File: src/rtl/cpu_datapath_pkg.sv
// Shared codes for the address generators and the ALU.
package cpu_datapath_pkg;

    // Address-low base select (abl_op[3:2])
    localparam logic [1:0] ABL_BASE_HOLD = 2'b00;
    localparam logic [1:0] ABL_BASE_PCL  = 2'b01;
    localparam logic [1:0] ABL_BASE_AHL  = 2'b10;
    localparam logic [1:0] ABL_BASE_DB   = 2'b11;

    // Address-low offset select (abl_op[1:0])
    localparam logic [1:0] ABL_OFS_ZERO  = 2'b00;
    localparam logic [1:0] ABL_OFS_REG   = 2'b01;
    localparam logic [1:0] ABL_OFS_DB    = 2'b10;
    localparam logic [1:0] ABL_OFS_FF    = 2'b11;

    // Address-high base select (abh_op[1:0])
    localparam logic [1:0] ABH_BASE_HOLD = 2'b00;
    localparam logic [1:0] ABH_BASE_PCH  = 2'b01;
    localparam logic [1:0] ABH_BASE_DB   = 2'b10;
    localparam logic [1:0] ABH_BASE_ZERO = 2'b11;

    // ALU function (alu_op[4:2])
    typedef enum logic [2:0] {
        ALU_OR   = 3'b000,
        ALU_AND  = 3'b001,
        ALU_XOR  = 3'b010,
        ALU_ADD  = 3'b011,
        ALU_SUB  = 3'b100,
        ALU_SHL  = 3'b101,
        ALU_SHR  = 3'b110,
        ALU_PASS = 3'b111
    } alu_fn_e;

endpackage

File: src/rtl/cpu_datapath_if.sv
// Datapath control/operand bus; master drives operands, slave returns AB and ALU results.
interface cpu_datapath_if;
    logic [3:0]  abl_op;
    logic        abl_ci;
    logic [2:0]  abh_op;
    logic        abh_ff;
    logic [7:0]  PCL;
    logic [7:0]  PCH;
    logic [7:0]  AHL;
    logic [7:0]  DB;
    logic [7:0]  REG;
    logic [7:0]  M;
    logic [4:0]  alu_op;
    logic        alu_ci;
    logic        alu_si;
    logic [15:0] AB;
    logic        abl_co;
    logic [7:0]  alu_out;
    logic        alu_co;
    logic        alu_v;

    modport master (
        output abl_op, abl_ci, abh_op, abh_ff, PCL, PCH, AHL, DB, REG, M,
               alu_op, alu_ci, alu_si,
        input  AB, abl_co, alu_out, alu_co, alu_v
    );

    modport slave (
        input  abl_op, abl_ci, abh_op, abh_ff, PCL, PCH, AHL, DB, REG, M,
               alu_op, alu_ci, alu_si,
        output AB, abl_co, alu_out, alu_co, alu_v
    );
endinterface

File: src/rtl/cpu_datapath_abh.sv
// Address-high generator: base + carry, vector-page force, own hold register.
module cpu_datapath_abh
    import cpu_datapath_pkg::*;
(
    input  logic       clk,
    input  logic       RST,
    input  logic [1:0] i_base_sel,
    input  logic       i_carry,
    input  logic       i_ff,
    input  logic [7:0] i_pch,
    input  logic [7:0] i_db,
    output logic [7:0] o_abh
);
    logic [7:0] r_abh;
    logic [7:0] w_base;

    // Base mux, carry add, then the 0xFF force overrides everything
    always_comb begin
        w_base = r_abh;
        case (i_base_sel)
            ABH_BASE_HOLD: w_base = r_abh;
            ABH_BASE_PCH:  w_base = i_pch;
            ABH_BASE_DB:   w_base = i_db;
            ABH_BASE_ZERO: w_base = 8'h00;
            default:       w_base = r_abh;
        endcase
        o_abh = i_ff ? 8'hFF : (w_base + {7'h00, i_carry});
    end

    // Hold register captures the live address high, forced value included
    always_ff @(posedge clk or negedge RST) begin
        if (!RST) r_abh <= 8'h00;
        else      r_abh <= o_abh;
    end
endmodule

File: src/rtl/cpu_datapath_abl.sv
// Address-low generator: base + offset + carry, with its own hold register.
module cpu_datapath_abl
    import cpu_datapath_pkg::*;
(
    input  logic       clk,
    input  logic       RST,
    input  logic [3:0] i_op,
    input  logic       i_ci,
    input  logic [7:0] i_pcl,
    input  logic [7:0] i_ahl,
    input  logic [7:0] i_db,
    input  logic [7:0] i_reg,
    output logic [7:0] o_abl,
    output logic       o_co
);
    logic [7:0] r_abl;
    logic [7:0] w_base;
    logic [7:0] w_ofs;

    // Base and offset muxes
    always_comb begin
        w_base = r_abl;
        w_ofs  = 8'h00;
        case (i_op[3:2])
            ABL_BASE_HOLD: w_base = r_abl;
            ABL_BASE_PCL:  w_base = i_pcl;
            ABL_BASE_AHL:  w_base = i_ahl;
            ABL_BASE_DB:   w_base = i_db;
            default:       w_base = r_abl;
        endcase
        case (i_op[1:0])
            ABL_OFS_ZERO:  w_ofs = 8'h00;
            ABL_OFS_REG:   w_ofs = i_reg;
            ABL_OFS_DB:    w_ofs = i_db;
            ABL_OFS_FF:    w_ofs = 8'hFF;
            default:       w_ofs = 8'h00;
        endcase
    end

    assign {o_co, o_abl} = {1'b0, w_base} + {1'b0, w_ofs} + {8'h00, i_ci};

    // Hold register captures the live address low every cycle
    always_ff @(posedge clk or negedge RST) begin
        if (!RST) r_abl <= 8'h00;
        else      r_abl <= o_abl;
    end
endmodule

File: src/rtl/cpu_datapath_alu.sv
// Combinational 8-bit ALU: logic ops, add/subtract, shifts, pass-through.
module cpu_datapath_alu
    import cpu_datapath_pkg::*;
(
    input  logic [4:0] i_op,
    input  logic [7:0] i_r,
    input  logic [7:0] i_m,
    input  logic       i_ci,
    input  logic       i_si,
    output logic [7:0] o_out,
    output logic       o_co,
    output logic       o_v
);
    alu_fn_e    w_fn;
    logic [7:0] w_s;
    logic [7:0] w_b;
    logic [8:0] w_sum;
    logic       w_unused_rsvd;

    assign w_fn          = alu_fn_e'(i_op[4:2]);
    assign w_unused_rsvd = i_op[1];

    // Subtract reuses the adder with M inverted; CI supplies the +1
    always_comb begin
        w_s   = i_op[0] ? i_m : i_r;
        w_b   = (w_fn == ALU_SUB) ? ~i_m : i_m;
        w_sum = {1'b0, i_r} + {1'b0, w_b} + {8'h00, i_ci};
        o_out = 8'h00;
        o_co  = 1'b0;
        o_v   = i_m[6];
        case (w_fn)
            ALU_OR:   o_out = i_r | i_m;
            ALU_AND:  o_out = i_r & i_m;
            ALU_XOR:  o_out = i_r ^ i_m;
            ALU_ADD, ALU_SUB: begin
                o_out = w_sum[7:0];
                o_co  = w_sum[8];
                o_v   = (i_r[7] == w_b[7]) && (w_sum[7] != i_r[7]);
            end
            ALU_SHL: begin
                o_out = {w_s[6:0], i_si};
                o_co  = w_s[7];
            end
            ALU_SHR: begin
                o_out = {i_si, w_s[7:1]};
                o_co  = w_s[0];
            end
            ALU_PASS: o_out = i_m;
            default:  o_out = 8'h00;
        endcase
    end
endmodule

File: src/rtl/cpu_datapath.sv
// CPU datapath top: address-low/high generators and ALU; forms the ABH carry.
module cpu_datapath
    import cpu_datapath_pkg::*;
(
    input  logic           clk,
    input  logic           RST,
    cpu_datapath_if.slave  bus
);
    logic [7:0] w_abl;
    logic [7:0] w_abh;
    logic       w_abl_co;
    logic       w_abh_carry;

    // abh_op[2] picks the page-crossing carry, otherwise abh_op[1] is a constant carry
    assign w_abh_carry = bus.abh_op[2] ? w_abl_co : bus.abh_op[1];

    cpu_datapath_abl u_abl (
        .clk   (clk),
        .RST   (RST),
        .i_op  (bus.abl_op),
        .i_ci  (bus.abl_ci),
        .i_pcl (bus.PCL),
        .i_ahl (bus.AHL),
        .i_db  (bus.DB),
        .i_reg (bus.REG),
        .o_abl (w_abl),
        .o_co  (w_abl_co)
    );

    cpu_datapath_abh u_abh (
        .clk        (clk),
        .RST        (RST),
        .i_base_sel (bus.abh_op[1:0]),
        .i_carry    (w_abh_carry),
        .i_ff       (bus.abh_ff),
        .i_pch      (bus.PCH),
        .i_db       (bus.DB),
        .o_abh      (w_abh)
    );

    cpu_datapath_alu u_alu (
        .i_op  (bus.alu_op),
        .i_r   (bus.REG),
        .i_m   (bus.M),
        .i_ci  (bus.alu_ci),
        .i_si  (bus.alu_si),
        .o_out (bus.alu_out),
        .o_co  (bus.alu_co),
        .o_v   (bus.alu_v)
    );

    assign bus.AB     = {w_abh, w_abl};
    assign bus.abl_co = w_abl_co;
endmodule

File: src/flat_wrapper.sv
// flat-port wrapper written by rule: the top's interface ports become plain ports
module cpu_datapath_flat import cpu_datapath_pkg::*;
  (clk, RST, bus_abl_op, bus_abl_ci, bus_abh_op, bus_abh_ff, bus_PCL, bus_PCH, bus_AHL, bus_DB, bus_REG, bus_M, bus_alu_op, bus_alu_ci, bus_alu_si, bus_AB, bus_abl_co, bus_alu_out, bus_alu_co, bus_alu_v);
  cpu_datapath_if bus_i ();
  input  logic clk;
  input  logic RST;
  input wire logic [$bits(bus_i.abl_op)-1:0] bus_abl_op;
  input wire logic [$bits(bus_i.abl_ci)-1:0] bus_abl_ci;
  input wire logic [$bits(bus_i.abh_op)-1:0] bus_abh_op;
  input wire logic [$bits(bus_i.abh_ff)-1:0] bus_abh_ff;
  input wire logic [$bits(bus_i.PCL)-1:0] bus_PCL;
  input wire logic [$bits(bus_i.PCH)-1:0] bus_PCH;
  input wire logic [$bits(bus_i.AHL)-1:0] bus_AHL;
  input wire logic [$bits(bus_i.DB)-1:0] bus_DB;
  input wire logic [$bits(bus_i.REG)-1:0] bus_REG;
  input wire logic [$bits(bus_i.M)-1:0] bus_M;
  input wire logic [$bits(bus_i.alu_op)-1:0] bus_alu_op;
  input wire logic [$bits(bus_i.alu_ci)-1:0] bus_alu_ci;
  input wire logic [$bits(bus_i.alu_si)-1:0] bus_alu_si;
  output wire logic [$bits(bus_i.AB)-1:0] bus_AB;
  output wire logic [$bits(bus_i.abl_co)-1:0] bus_abl_co;
  output wire logic [$bits(bus_i.alu_out)-1:0] bus_alu_out;
  output wire logic [$bits(bus_i.alu_co)-1:0] bus_alu_co;
  output wire logic [$bits(bus_i.alu_v)-1:0] bus_alu_v;
  assign bus_i.abl_op = bus_abl_op;
  assign bus_i.abl_ci = bus_abl_ci;
  assign bus_i.abh_op = bus_abh_op;
  assign bus_i.abh_ff = bus_abh_ff;
  assign bus_i.PCL = bus_PCL;
  assign bus_i.PCH = bus_PCH;
  assign bus_i.AHL = bus_AHL;
  assign bus_i.DB = bus_DB;
  assign bus_i.REG = bus_REG;
  assign bus_i.M = bus_M;
  assign bus_i.alu_op = bus_alu_op;
  assign bus_i.alu_ci = bus_alu_ci;
  assign bus_i.alu_si = bus_alu_si;
  assign bus_AB = bus_i.AB;
  assign bus_abl_co = bus_i.abl_co;
  assign bus_alu_out = bus_i.alu_out;
  assign bus_alu_co = bus_i.alu_co;
  assign bus_alu_v = bus_i.alu_v;
  cpu_datapath u_core (.clk(clk), .RST(RST), .bus(bus_i));
endmodule
File: config.mk
export PLATFORM = sky130hd
export DESIGN_NAME = cpu_datapath_flat
export DESIGN_NICKNAME = d
export VERILOG_FILES = /design/src/rtl/cpu_datapath_pkg.sv /design/src/rtl/cpu_datapath_if.sv /design/src/rtl/cpu_datapath_abh.sv /design/src/rtl/cpu_datapath_abl.sv /design/src/rtl/cpu_datapath_alu.sv /design/src/rtl/cpu_datapath.sv /design/src/flat_wrapper.sv
export SDC_FILE = /design/constraint.sdc
export NUM_CORES = 1
export LEC_CHECK = 0
export CAP_MARGIN = 20
export CORE_UTILIZATION = 48
export CTS_CLUSTER_SIZE = 16
export DETAILED_ROUTE_END_ITERATION = 8
export PLACE_DENSITY = 0.83
export SLEW_MARGIN = 5
export SYNTH_ARGS = -nofsm -noshare
export SYNTH_HDL_FRONTEND = slang
export SYNTH_SLANG_ARGS = --single-unit
File: constraint.sdc
create_clock -name clk -period 5.7 [get_ports clk]
set_input_delay 0.855 -clock clk [delete_from_list [all_inputs] [get_ports clk]]
set_output_delay 0.855 -clock clk [all_outputs]
set_load 0.05 [all_outputs]
## After elaboration in Yosys (flattened, before gate mapping)

Index checks and enable logic that the tools add are counted.
Widths: inputs -> output; s select.

| cells by class | value |
|---|---|
| add/sub/neg operators | 5 |
| eq/ne operators | 18 |
| multiplexer cells | 10 |
| bitwise gates (word level) | 4 |
| reduce and logical (&&, ||, !) cells | 6 |

Operators with widths:

| cell | number |
|---|---|
| $pmux 8 s4 | 3 |
| $pmux 8 s7 | 1 |
| $mux 8 | 3 |
| $add 8x8->9 | 2 |
| $add 9x1->9 | 2 |
| $eq 2x2->1 const B | 6 |
| $eq 3x3->1 const B | 4 |
| $add 8x1->8 | 1 |
| $and 8x8->8 | 1 |
| $not 8->8 | 1 |
| $or 8x8->8 | 1 |
| $xor 8x8->8 | 1 |
| $eq 2x1->1 const B | 3 |
| $eq 3x2->1 const B | 2 |
| $logic_not 2->1 | 3 |
| $eq 3x1->1 const B | 1 |
| $logic_not 3->1 | 1 |
| $pmux 1 s3 | 1 |
| $mux 1 | 2 |
| $reduce_or 2->1 | 1 |
| $eq 1x1->1 | 1 |
| $logic_and 1x1->1 | 1 |
| $ne 1x1->1 | 1 |

| storage, ports and cells | value |
|---|---|
| register bits | 16 |
| bits of input ports | 66 |
| output and inout port bits | 27 |
| logic and storage cells | 45 |

## Depth between registers and ports, before layout

Gate-level depths: netlist (run 1).

| logic depth | value |
|---|---|
| word-level depth | 7 |
| mapped depth | 16 |
| gate-level depth less buffers | 15 |

## Modules after synthesis

Synthesis (run 1) repeated with hierarchy kept, for this count alone.

| second synthesis, totals | value |
|---|---|
| cell total of the unflattened synthesis | 334 |
| area, all modules | 2,917.8 µm² |

Modules (own cells, without submodules):

| module | times used | cells an instance | area each (µm²) | seq. area each (µm²) |
|---|---|---|---|---|
| cpu_datapath_alu | 1 | 191 | 1,461.4 | 0.0 |
| cpu_datapath_abl | 1 | 86 | 835.8 | 200.2 |
| cpu_datapath_abh | 1 | 56 | 605.6 | 200.2 |
| cpu_datapath | 1 | 1 | 15.0 | 0.0 |

## Worst setup path after synthesis (run 1)

Ideal clock, no wire load.

| path | value |
|---|---|
| path type | input-to-output |
| start | in bus_abl_op[3] |
| end | out bus_AB[11] |
| data arrival time | 4.399 ns |
| data required time | 4.845 ns |
| setup slack | 0.446 ns |
| cell stages on the path | 15 |
| buffers on the path | 1 |
| path through | clkbuf_1 -> mux4_2 -> inv_1 -> fa_1 -> inv_1 -> fa_1 -> a21o_1 -> a21oi_1 -> nor2_1 -> o211ai_1 -> a31oi_1 -> ha_1 -> nand2_1 -> nor2_1 -> o21bai_1 |

| between the ends | value |
|---|---|
| longest elaborated chain between the ends | 7 |
| elaborated cells between the ends (all ways) | 10 |
| those cells by class | add/sub: 3; eq/ne: 3; mux: 3; reduce/logical: 1 |

Ends and longest elaborated chain:

| item | line | RTL |
|---|---|---|
| start: declaration | flat_wrapper.sv:7 | `input wire logic [$bits(bus_i.abl_op)-1:0] bus_abl_op;` |
| $eq 2x2->1, or another cell as far along | cpu_datapath_abl.sv:24 | `case (i_op[3:2])` |
| $pmux 8 s4 * | cpu_datapath_abl.sv:24 |  |
| $add 8x8->9 * | cpu_datapath_abl.sv:40 | `assign {o_co, o_abl} = {1'b0, w_base} + {1'b0, w_ofs} + {8'h00, i_ci};` |
| $add 9x1->9 * | cpu_datapath_abl.sv:40 |  |
| $mux 1 * | cpu_datapath.sv:15 | `assign w_abh_carry = bus.abh_op[2] ? w_abl_co : bus.abh_op[1];` |
| $add 8x1->8 * | cpu_datapath_abh.sv:27 | `o_abh = i_ff ? 8'hFF : (w_base + {7'h00, i_carry});` |
| $mux 8 * | cpu_datapath_abh.sv:27 |  |
| end: declaration | flat_wrapper.sv:20 | `output wire logic [$bits(bus_i.AB)-1:0] bus_AB;` |

Mark *: on every way between the ends. The rest lies on a longest branch, timed or not.

## Worst setup path after layout (run 1)

| path | value |
|---|---|
| start | in bus_abl_op[3] |
| end | out bus_AB[12] |

The elaborated chain is that of the path after synthesis.

==> results.cfg, run 1 <==
[floorplan]
rows = 27
ios = 93
start_util_pct = 50.53
dieArea_um2 = 6178
coreArea_um2 = 5574
die_x_um = 78.60
fp.dieH_um = 78.60

[synthesis]
ys_seq_elements = 16
synth.distinct_cells = 56
async_flop_share_pct = 100.0
synth_warnings = 0
synth_seq_area_share_pct = 14.22
syn_avg_cell_area_um2 = 8.070
synth_area_leaders = dfrtp_1 (14%), ha_1 (14%), mux4_2 (6.4%)
ys_dominant_reg_cell = dfrtp_1
synth_area_um2 = 2816
synth_fp_nets = 451
synth-edff-count = 0
synth_top_area_share_pct = 14.22
yosysTopAreaCell = dfrtp_1
synthCells = 349

[finish]
drive_gt1_share_pct = 11.34
layout_commonest_cell = clkdlybuf4s50_1
nFillCells = 446
syn2layout_area_growth_pct = 39.85
most-common-layout-cells = clkdlybuf4s50_1 (72), nor2_1 (33), ha_1 (32)
fin_nets = 536
n_antenna_cell = 0

[pwr]
ir_drop_v = 0.0003409
power.leakage_nw = 1.713
power_density_nw_per_um2 = 233.9

[setup_path]
critPathArrivalTime_ns = 4.61
cp_max_fo = 3
worstSetupEndpointType = output pin
crit_type = in -> out
required_ns = 4.85
cp-start-kind = input pin

[detailed_routing]
via_count = 2990
wl_um = 8407
drc = 0
drt-initial-drc-count = 203
drt-pass1-iter-count = 5
viasPerCell = 5.933
post_drt_wl_per_cell_um = 16.68
final_antenna_net_count = 0

[placed_design]
place.port_buffers = 91
preCtsSetupSlack_ns = 0.2261
dp_hpwl_um = 6730
globalplace.congestion = 0.9286

[global_route]
grt_pass1_vias = 2869
grt_max_degree = 30
grt_pass1_wl_um = 13800
grt_overflow = 0
antenna_found_initial = 0
grt.total_usage_pct = 27.85

[clocking]
cts_tree = built
cts_root_buf = clkbuf_8
cts_inserted_buffers = 3
clk-insertion-delay-late_ns = 0.25
cts_buffer_depth = 2
htreeDepth = 1
cts_hold_buf = 0
ctsResizeCount = 0
post_cts_buffers = 0
cts_sinks = 16
cts.clk_slew.worst_paths_ns = 0.07

[run_status]
outcome = complete, no violations

[sta]
setup_tns_ns = 0
period_needed_ns = 5.467
rsz0062_at_grt = no
setup_viol = 0
period_share_pct = 95.91
fin_worst_skew_ns = 0.001418
maxSlewViolCount = 0
hold_violations = 0
tightest_slew_ns = 0.8199
fmax_mhz = 182.9
slew_headroom_pct = 45.14
fin_ws_ns = 0.2334

[job]
cap_violations = 0

[min_path]
hp-class = reg -> reg
routing by layer:
layer  vias up  global-route usage [%]  wire length, um
met5         -                       0                0
met2       104                   47.04             3906
met3        14                   3.721              454
met1      1433                   37.72             3911
met4         0                   5.370              136
li1       1439                       -                -
cell usage after synthesis (4+ instances only):
| library cell | count |
|---|---|
| nand2_1 | 21 |
| nand2b_1 | 5 |
| inv_1 | 29 |
| nor2_1 | 33 |
| or3_1 | 5 |
| ha_1 | 32 |
| a21o_1 | 7 |
| a31oi_1 | 5 |
| nor3_1 | 8 |
| o211ai_1 | 5 |
| clkbuf_1 | 14 |
| mux2i_1 | 17 |
| nand3_1 | 8 |
| dfrtp_1 | 16 |
| a2bb2oi_1 | 5 |
| a211oi_1 | 5 |
| fa_1 | 4 |
| a21oi_1 | 28 |
| mux4_2 | 8 |
| xnor2_1 | 16 |
| o21a_1 | 5 |
| o21ai_0 | 20 |
logic make-up after synthesis:
logic type	share of synthesized area (%)
buf+inv	7.640
xor+xnor	5.597
simple gates	16.97
fa+ha+maj	17.06
compound gates	25.28
flops	14.22
mux	13.24
path summary, 6_finish.rpt:
kind,start,to,slack (ns),depth (start not counted)
worst min register to register,u_core.u_abl.r_abl[1],u_core.u_abl.r_abl[1],0.83,2
worst min-delay path,u_core.u_abl.r_abl[1],u_core.u_abl.r_abl[1],0.83,2
worst max-delay path,bus_abl_op[3],bus_AB[12],0.23,17
min in group asynchronous,RST,u_core.u_abh.r_abh[7],1.07,1
max in group asynchronous,RST,u_core.u_abl.r_abl[1],4.14,1
worst max register to register,u_core.u_abl.r_abl[0],u_core.u_abh.r_abh[4],2.21,15
worst max-delay path, stage by stage:
cell and delay [ns]:
clkdlybuf4s50_1 0.50, mux4_2 0.50, inv_1 0.10, fa_1 0.19, inv_1 0.05, fa_1 0.40, a21o_1 0.18, a21oi_1 0.28
nor2_1 0.07, o211ai_1 0.25, a31oi_1 0.12, ha_1 0.24, ha_1 0.24, nand3_1 0.10, xnor2_1 0.06, or2_2 0.28
buf_4 0.19
area by class of cell:
type / instances / area [um2] / share of cell area (%)
Clock buffer: 3 / 41.29 / 1.048
Tap cell: 72 / 90.09 / 2.287
Inverter: 32 / 120.1 / 3.050
Multi-Input combinational cell: 282 / 2201 / 55.88
Sequential cell: 16 / 400.4 / 10.17
Timing Repair Buffer: 99 / 1086 / 27.57
power by group:
group / switching [mW] / internal [mW]
logic: 0.398 / 0.279
registers: 0.00969 / 0.146
clock network: 0.0417 / 0.0469
total: 0.449 / 0.472
per-stage QoR:
stage               hold WS (ns)  utilization [%]  area, um2  cells  power, mW
floorplan                 0.5594                -       2816    349     0.5930
global placement          0.7875            69.92       3897    501     0.8132
detailed placement        0.8106            69.92       3897    501     0.8272
CTS                       0.8326            70.66       3939    504     0.9174
global route              0.8666            70.66       3939    504     0.9696
finish                    0.8277            70.66       3939    504     0.9213
registers in the layout (all words and copies together) (netlist names):
signal and count:
u_core.u_abh.r_abh 8, u_core.u_abl.r_abl 8
No activity file was read; power rests on OpenSTA's default activity.
==> inputs of run 2 (changes only) <==
--- a/config.mk
+++ b/config.mk
@@ -5,11 +5,13 @@
 export SDC_FILE = /design/constraint.sdc
 export NUM_CORES = 1
 export LEC_CHECK = 0
+export ABC_AREA = 0
 export CAP_MARGIN = 20
 export CORE_UTILIZATION = 48
 export CTS_CLUSTER_SIZE = 16
 export DETAILED_ROUTE_END_ITERATION = 8
 export PLACE_DENSITY = 0.83
+export SKIP_LAST_GASP = 1
 export SLEW_MARGIN = 5
 export SYNTH_ARGS = -nofsm -noshare
 export SYNTH_HDL_FRONTEND = slang
==> results of run 2 <==
The final DEF is identical to that of run 1; final timing and power are the same.
==> inputs of run 3 (changes only) <==
--- a/config.mk
+++ b/config.mk
@@ -8,6 +8,7 @@
 export ABC_AREA = 0
 export CAP_MARGIN = 20
 export CORE_UTILIZATION = 48
+export CTS_BUF_LIST = sky130_fd_sc_hd__clkbuf_4
 export CTS_CLUSTER_SIZE = 16
 export DETAILED_ROUTE_END_ITERATION = 8
 export PLACE_DENSITY = 0.83
==> run 3 against run 2 <==
Sequential share of layout area hardly changed. Highest routed layer unchanged. Global-route usage hardly changed. Hold slack better by 0.0084 ns.
==> results.cfg, run 3 (synthesis results as in run 1) <==
[global_route]
grt.total_usage_pct = 27.82
grt_pass1_wl_um = 13810
grt_overflow = 0
antenna_found_initial = 0
grt_max_degree = 30
grt_pass1_vias = 2882

[finish]
layout_commonest_cell = clkdlybuf4s50_1
syn2layout_area_growth_pct = 39.18
fin_nets = 536
drive_gt1_share_pct = 11.34
multi_input_area_um2 = 2201
most-common-layout-cells = clkdlybuf4s50_1 (72), nor2_1 (33), ha_1 (32)
reg_top3 = u_core.u_abh.r_abh: 8 flops, u_core.u_abl.r_abl: 8 flops
n_antenna_cell = 0
regArea_um2 = 400.4
fin_cells = 504
finalInstanceArea_um2 = 3920
nFillCells = 445

[setup_path]
path_depth = 17
reg2reg_slack_ns = 2.20
cp_max_fo = 3
worstSetupEndpointType = output pin
r2r_cells = 15
required_ns = 4.85
cp-start-kind = input pin
cp_cell_sequence = clkdlybuf4s50_1 > mux4_2 > inv_1 > fa_1 > inv_1 > fa_1 > a21o_1 > a21oi_1 > nor2_1 > o211ai_1 > a31oi_1 > ha_1 > ha_1 > nand3_1 > xnor2_1 > or2_2 > buf_4
critPathArrivalTime_ns = 4.61
slowest_stage = clkdlybuf4s50_1
cpPeakStageDelay_ns = 0.50
critPathTopFamily = adder cells
crit_type = in -> out
critPathBufInv = 4

[sta]
tightest_slew_ns = 0.8055
setup_tns_ns = 0
maxSlewViolCount = 0
slew_headroom_pct = 46.10
period_needed_ns = 5.467
fin_ws_ns = 0.2327
fin_worst_skew_ns = 0.003325
setup_viol = 0
fmax_mhz = 182.9
period_share_pct = 95.92
hold_violations = 0
rsz0062_at_grt = no

[detailed_routing]
viasPerCell = 5.986
dr_wl_met2_um = 3937
post_drt_wl_per_cell_um = 16.73
wl_met1_um = 3867
final_antenna_net_count = 0
via_count = 3017
drt-pass1-iter-count = 5
drc = 0
drt-initial-drc-count = 202
highest_layer = met4
wl_um = 8432
wl_met3_um = 459

[floorplan]
ios = 93
fp.dieH_um = 78.60
die_x_um = 78.60
rows = 27
start_util_pct = 50.53
dieArea_um2 = 6178
coreArea_um2 = 5574

[min_path]
hold_path_depth = 2
hp-class = reg -> reg

[pwr]
power.leakage_nw = 1.705
total_power_mw = 0.8983
ir_drop_v = 0.0003412
power_density_nw_per_um2 = 229.2

[placed_design]
placed_area_um2 = 3897
globalplace.congestion = 0.9286
dp_hpwl_um = 6730
dp.cells = 501
preCtsSetupSlack_ns = 0.2261
place.port_buffers = 91

[clocking]
cts.clk_slew.worst_paths_ns = 0.10
cts_inserted_buffers = 3
cts_root_buf = clkbuf_4
cts_tree = built
clk-insertion-delay-late_ns = 0.30
post_cts_buffers = 0
cts_sinks = 16
cts_hold_buf = 0
htreeDepth = 1
cts_buffer_depth = 2
ctsResizeCount = 0

[run_status]
outcome = complete, no violations

[job]
cap_violations = 0
==> run 3: path summary, 6_finish.rpt <==
path	from	end
max in group asynchronous	RST	u_core.u_abl.r_abl[7]
min in group asynchronous	RST	u_core.u_abh.r_abh[3]
max	bus_abl_op[3]	bus_AB[12]
min reg2reg	u_core.u_abl.r_abl[1]	u_core.u_abl.r_abl[1]
max reg2reg	u_core.u_abl.r_abl[0]	u_core.u_abh.r_abh[4]
min	u_core.u_abl.r_abl[1]	u_core.u_abl.r_abl[1]
==> run 3: routing by layer <==
| metal | vias up | global-route usage (%) |
|---|---|---|
| li1 | 1438 | - |
| met1 | 1439 | 37.79 |
| met4 | 0 | 7.222 |
| met2 | 123 | 46.87 |
| met3 | 17 | 2.558 |
| met5 | - | 0 |
==> run 3: metrics by stage <==
stage / util [%] / hold slack, ns
CTS: 70.33 / 0.8415
global route: 70.33 / 0.8763
floorplan: - / 0.5594
finish: 70.33 / 0.8361
global placement: 69.92 / 0.7875
detailed placement: 69.92 / 0.8106
==> run 3: cell type report <==
| type | count | area share [%] |
|---|---|---|
| clock buffers | 3 | 0.5745 |
| repair buffers | 99 | 27.71 |
| well taps | 72 | 2.298 |
| flip-flops and latches | 16 | 10.21 |
| inverters | 32 | 3.064 |
| multi-input cells | 282 | 56.14 |
==> run 3: power by group <==
part           leakage [nW]  switching (mW)  internal, mW
clock                0.0138          0.0414        0.0247
sequential            0.177         0.00915         0.146
combinational          1.51           0.398         0.279
==> run 3: worst min-delay path, stage by stage, from the launching register on <==
cell,delay [ns]
dfrtp_1,0.34
mux4_2,0.27
fa_1,0.18
